**config.mk**
```make
export PLATFORM = sky130hd
export DESIGN_NAME = alu_ctrl_32
export DESIGN_NICKNAME = d
export VERILOG_FILES = /design/src/rtl/alu_ctrl_32.sv
export SDC_FILE = /design/constraint.sdc
export NUM_CORES = 1
export LEC_CHECK = 0
export ABC_CLOCK_PERIOD_IN_PS = 3300
export CORE_MARGIN = 1
export CORE_UTILIZATION = 48
export DETAILED_ROUTE_END_ITERATION = 10
export PLACE_DENSITY = 0.74
export SYNTH_ARGS = -nofsm -noshare
export SYNTH_HDL_FRONTEND = slang
export SYNTH_SLANG_ARGS = --single-unit
```
**constraint.sdc**
```tcl
create_clock -name in_clk -period 3.3 [get_ports in_clk]
set_clock_uncertainty 0.1 [all_clocks]
set_input_delay 0.495 -clock in_clk [delete_from_list [all_inputs] [get_ports in_clk]]
set_output_delay 0.495 -clock in_clk [all_outputs]
set_load 0.02 [all_outputs]
```
**src/rtl/alu_ctrl_32.sv**
```systemverilog
// rtl/alu_ctrl_32.sv - operation sequencer in front of the 32-bit combinational ALU
//
// Accepts one operation at a time, drives the ALU with latched operands and
// captures its 64-bit result. DIV is computed locally by a 32-iteration
// restoring divider. Each result is presented with a one-cycle out_valid pulse.
//
// Ports:
//   in_clk, in_reset_n           clock, asynchronous active-low reset
//   in_valid / out_ready         request handshake (in_a, in_b, in_opcode)
//   out_alu_a/b/opcode           latched operands to the ALU
//   in_alu_result                combinational ALU result
//   out_valid                    one-cycle pulse qualifying out_result / out_div_by_zero
//   out_result                   {HI,LO}; for DIV HI = remainder, LO = quotient
//   out_div_by_zero              DIV was issued with in_b == 0
//   out_busy                     controller is not idle

module alu_ctrl_32 #(
   parameter bit DIV_SIGNED = 1'b1
) (
   input  logic        in_clk,
   input  logic        in_reset_n,
   input  logic        in_valid,
   output logic        out_ready,
   input  logic [31:0] in_a,
   input  logic [31:0] in_b,
   input  logic [3:0]  in_opcode,
   output logic [31:0] out_alu_a,
   output logic [31:0] out_alu_b,
   output logic [3:0]  out_alu_opcode,
   input  logic [63:0] in_alu_result,
   output logic        out_valid,
   output logic [63:0] out_result,
   output logic        out_div_by_zero,
   output logic        out_busy
);

   localparam logic [2:0] ST_IDLE = 3'd0;
   localparam logic [2:0] ST_EXEC = 3'd1;
   localparam logic [2:0] ST_DIV  = 3'd2;
   localparam logic [2:0] ST_FIX  = 3'd3;
   localparam logic [2:0] ST_DONE = 3'd4;

   localparam logic [3:0] OP_DIV = 4'b1001;

   logic [2:0]  state_q, state_d;
   logic [4:0]  count_q, count_d;
   logic [31:0] a_q, a_d;
   logic [31:0] b_q, b_d;
   logic [3:0]  op_q, op_d;
   logic [31:0] rem_q, rem_d;
   logic [31:0] quo_q, quo_d;
   logic [31:0] dvs_q, dvs_d;
   logic [63:0] res_q, res_d;
   logic        valid_q, valid_d;
   logic        dbz_q, dbz_d;

   logic [32:0] sh_rem;
   logic [33:0] trial;
   logic        trial_ok;
   logic [31:0] q_fix;
   logic [31:0] r_fix;

   // Shifted partial remainder can reach 2*divisor-1, so it needs 33 bits.
   // The trial difference is non-negative only when both top bits are clear.
   always_comb begin
      sh_rem   = {rem_q, quo_q[31]};
      trial    = {1'b0, sh_rem} - {2'b00, dvs_q};
      trial_ok = (trial[33:32] == 2'b00);
   end

   // Sign correction; 0x80000000 / -1 wraps naturally to Q = 0x80000000, R = 0.
   always_comb begin
      q_fix = quo_q;
      r_fix = rem_q;
      if (DIV_SIGNED) begin
         if (a_q[31] ^ b_q[31]) q_fix = 32'd0 - quo_q;
         if (a_q[31])           r_fix = 32'd0 - rem_q;
      end
   end

   always_comb begin
      state_d = state_q;
      count_d = count_q;
      a_d     = a_q;
      b_d     = b_q;
      op_d    = op_q;
      rem_d   = rem_q;
      quo_d   = quo_q;
      dvs_d   = dvs_q;
      res_d   = res_q;
      valid_d = valid_q;
      dbz_d   = dbz_q;
      case (state_q)
         ST_IDLE: begin
            if (in_valid) begin
               a_d  = in_a;
               b_d  = in_b;
               op_d = in_opcode;
               if (in_opcode == OP_DIV && in_b != 32'd0) begin
                  state_d = ST_DIV;
                  count_d = 5'd0;
                  rem_d   = 32'd0;
                  quo_d   = (DIV_SIGNED && in_a[31]) ? 32'd0 - in_a : in_a;
                  dvs_d   = (DIV_SIGNED && in_b[31]) ? 32'd0 - in_b : in_b;
               end else begin
                  state_d = ST_EXEC;
               end
            end
         end
         ST_EXEC: begin
            // Only a zero divisor reaches EXEC with the DIV opcode.
            if (op_q == OP_DIV) begin
               res_d = {a_q, 32'hFFFF_FFFF};
               dbz_d = 1'b1;
            end else begin
               res_d = in_alu_result;
            end
            valid_d = 1'b1;
            state_d = ST_DONE;
         end
         ST_DIV: begin
            rem_d   = trial_ok ? trial[31:0] : sh_rem[31:0];
            quo_d   = {quo_q[30:0], trial_ok};
            count_d = count_q + 5'd1;
            if (count_q == 5'd31) state_d = ST_FIX;
         end
         ST_FIX: begin
            res_d   = {r_fix, q_fix};
            valid_d = 1'b1;
            state_d = ST_DONE;
         end
         ST_DONE: begin
            valid_d = 1'b0;
            dbz_d   = 1'b0;
            state_d = ST_IDLE;
         end
         default: state_d = ST_IDLE;
      endcase
   end

   always_ff @(posedge in_clk or negedge in_reset_n) begin
      if (!in_reset_n) begin
         state_q <= ST_IDLE;
         count_q <= 5'd0;
         a_q     <= 32'd0;
         b_q     <= 32'd0;
         op_q    <= 4'd0;
         rem_q   <= 32'd0;
         quo_q   <= 32'd0;
         dvs_q   <= 32'd0;
         res_q   <= 64'd0;
         valid_q <= 1'b0;
         dbz_q   <= 1'b0;
      end else begin
         state_q <= state_d;
         count_q <= count_d;
         a_q     <= a_d;
         b_q     <= b_d;
         op_q    <= op_d;
         rem_q   <= rem_d;
         quo_q   <= quo_d;
         dvs_q   <= dvs_d;
         res_q   <= res_d;
         valid_q <= valid_d;
         dbz_q   <= dbz_d;
      end
   end

   assign out_ready       = (state_q == ST_IDLE) && in_reset_n;
   assign out_busy        = (state_q != ST_IDLE);
   assign out_alu_a       = a_q;
   assign out_alu_b       = b_q;
   assign out_alu_opcode  = op_q;
   assign out_valid       = valid_q;
   assign out_result      = res_q;
   assign out_div_by_zero = dbz_q;

endmodule

```
==> results.md <==
- Status: finished, final reports clean
- Port Buffers: 270
- Slowest CP cell: dfrtp_1
- Tot Pwr: between 0.015 and 0.02 W
- Vias per std cell: 5.62
- Die boundary height: 176 um
- CTS tree: yes
- Die area: 0.0311 mm2
- Post-synth ARST share: 100%
- Final setup violation count: 0
- Most common cell after layout, fill and taps aside: nand2_1
- WS Path Type: reg2reg
- Post-layout util: 66.5%
- Yosys reg bits: 238
- Worst path max stage delay: 0.43 ns
- Critical Path RT: 3.68 ns
- Period minus WS final: around 3.3 ns
- Largest net degree at the start of global routing: 176
- Die width: approximately 180 um
- Htree depth: 1
- Final nets: 2,285
- RR Endpoint: rem_q[0]$_DFFE_PN0P_
- Setup slack, reg-to-reg: 0.01 ns
- Drc violations: 0
- Clock sinks: 238
- Grt total ovfl: 0
- Mapped Cells: 1,747
- Post-Syn Nets: 1,921
- Antenna Violating Nets Remaining: 0
- CP Cell Sequence: ha_1, a21oi_1, o211ai_1, a21boi_0, o22ai_1, a211oi_4, nor2_2, a21oi_4, buf_6, clkbuf_16, mux2i_1, a22o_1
- PD cells: between 900 and 1000 mW/mm2
- Filler Cell Count: 2,471
- Worst r2r src: rem_q[18]$_DFFE_PN0P_
- First-pass GRT wire length: 72,300 um
- Worst-path clk slew: approximately 0.06 ns
- Peak VDD IR: ~0.48 mV
- Area Growth Syn to Fin: 35.8%
- Net switching power: 0.00778 W
- Synth top area cells: dfrtp_1, nand2_1, o21ai_0
- CORE AREA: 0.0298 mm2
- Worst Hold Class: in2async
- IO Pins: 271
- Sequential share of power: 28.7%
- Clock Tree Root: clkbuf_16
- Main synth FF type: dfrtp_1
- Slew Limit Headroom: between 30% and 40%
- Clock Path Buffers: 3
- Static leakage: 9.06 nW
- Crit end category: flip-flop
- Starting Density: 49.0%
- DRT Pass-1 Iters: 8
- Share of the synthesized area in the top cell type: 40.8%
- Arr. time, crit path: 3.67 ns
- RSZ-0062 raised after global routing: yes
- Most frequent cells in the layout: nand2_1, clkdlybuf4s50_1, dfrtp_1
- Clock share of power: 16.4%
- Routed wire length: 46,000 um
- Share of cells above drive strength 1: 11.7%
- Sw frac: a little over two fifths
- Vias in the first global route: 13,600
- Mean area per synthesized cell: ~8.4 um2
- Yosys top cell by area: dfrtp_1
- Fmax: about 0.3 GHz
- CP startpoint kind: flip-flop
- # rows: 63
- Clk_lat worst skew: 0.54 ns
- Max-slew violations: 0
- Worst slew pin tran: 0.944 ns
- Period utilization: 99.7%
- WL/cell: 18.2 um
- Hold WS: approximately 0.24 ns
- Warnings, synthesis: 0
- Post-DP HPWL: 33,800 um
- EDFF count, synth: 0
- Overall routing resource usage: a little under 30%
- CP max FO: 6
- Netlist cell types: 66
- Final hold vios: 0
- Num CTS Buffers: 26
- Post-synthesis sequential area ratio: 40.8%
- GPL Wtd Cong: between 0.9 and 1
- Post-Synthesis Cell Area: 0.0146 mm2
- Routed via count: 14,200
- Gate power share: 55.0%
- Max Cap Violations: 0
- Initial DRC count: 1,013
- Reg2Reg Depth: 12
- Pint: around 0.010 W
- Initial antenna violation count: 1
[cell type report]
class	instances	area [um2]	area share, %
diodes	1	2.50	0.0126
multi-input cells	1351	8160	41.2
clock inverters	5	75.1	0.379
repair buffers	439	4130	20.8
well taps	390	488	2.46
inverters	55	206	1.04
flip-flops and latches	238	5960	30.1
clock buffers	41	798	4.03
[power groups by stage]
stage                     clock [W]  sequential, W  combinational (W)
after floorplan                   0        0.00585            0.00481
after global placement            0        0.00519            0.00930
after detailed placement          0        0.00523            0.00950
after CTS                   0.00304        0.00521            0.00975
after global routing        0.00314        0.00539             0.0109
final                       0.00299        0.00524             0.0100
[worst max path at each step]
stage / start / endpoint / slack (ns) / cells past startpoint
finish: rem_q[18]$_DFFE_PN0P_ / rem_q[0]$_DFFE_PN0P_ / 0.01 / 12
global route: rem_q[18]$_DFFE_PN0P_ / rem_q[31]$_DFFE_PN0P_ / -0.18 / 12
CTS: quo_q[31]$_DFFE_PN0P_ / rem_q[26]$_DFFE_PN0P_ / -0.02 / 15
detailed placement: quo_q[31]$_DFFE_PN0P_ / rem_q[3]$_DFFE_PN0P_ / -0.37 / 15
global placement: in_b[10] / quo_q[2]$_DFFE_PN0P_ / -0.28 / 12
floorplan: quo_q[31]$_DFFE_PN0P_ / rem_q[26]$_DFFE_PN0P_ / 0.05 / 12
[worst max-delay path, delay by kind of cell, from the launching register on]
family | cells | cell delay [ns]
AOI/OAI and AO/OA | 7 | 1.65
muxes | 1 | 0.25
and+or+nand+nor | 1 | 0.09
buffers and inverters | 2 | 0.30
DFF | 1 | 0.43
adders and majority gates | 1 | 0.40
[registers in the layout, indices dropped and copies added, names as in the netlist]
| signal | flops |
|---|---|
| out_result | 64 |
| dvs_q | 32 |
| out_alu_a | 32 |
| out_alu_b | 32 |
| quo_q | 32 |
| rem_q | 32 |
| count_q | 5 |
| out_alu_opcode | 4 |
| state_q | 3 |
| out_div_by_zero | 1 |
| out_valid | 1 |
[cell families (layout without fill, tap and decap cells)]
kind of cell | Yosys count | after routing | synth area share, %
mux | 62 | 62 | 4.27
simple gates | 670 | 670 | 19.9
compound gates | 439 | 440 | 18.7
other cells | 0 | 1 | 0
xor+xnor | 140 | 140 | 8.40
fa+ha+maj | 39 | 39 | 3.40
buf+inv | 159 | 540 | 4.49
flops | 238 | 238 | 40.8
[through the flow]
step                setup WS (ns)  TNS [ns]  cell area, um2  std cells
global placement           -0.283    -25.16           18600       2456
floorplan                  0.0534         0           14600       1747
finish                    0.00993         0           19800       2520
CTS                       -0.0191   -0.0656           19700       2514
global route               -0.182     -4.21           19800       2520
detailed placement         -0.370    -29.07           18600       2456
[layer usage]
| metal | up-vias | global-route usage, % | routed length (um) |
|---|---|---|---|
| li1 | 6803 | - | - |
| met1 | 6733 | 37.4 | 18900 |
| met2 | 527 | 50.1 | 22600 |
| met3 | 92 | 4.03 | 3050 |
| met4 | 0 | 10.6 | 1440 |
| met5 | - | 0 | 0 |
[cell usage after synthesis, types with 7 or more instances]
cell      instances
nand2_1         392
dfrtp_1         238
o21ai_0         166
nor2_1          120
a21oi_1         107
clkbuf_1         76
xnor2_1          74
xor2_1           66
mux2i_1          60
o31ai_1          55
inv_1            54
ha_1             38
a221o_1          29
nand3_1          29
nor3_1           25
or3_1            15
buf_2            14
nor4_1           13
o41ai_1          13
nand2b_1         12
and3_1           10
nand4_1          10
a211oi_1          9
a21o_1            9
or4_1             9
buf_1             8
nor2b_1           7
[timing repair]
item | CTS | global route
gates cloned | 1 | 1
setup endpoints to repair | 33 | 33
buffers inserted | 11 | 4
pin swaps | 15 | 16
hold buffers | 1 | 0
hold endpoints to repair | 2 | 0
gates resized for setup | 23 | 22
No activity file was read; power rests on OpenSTA's default activity.
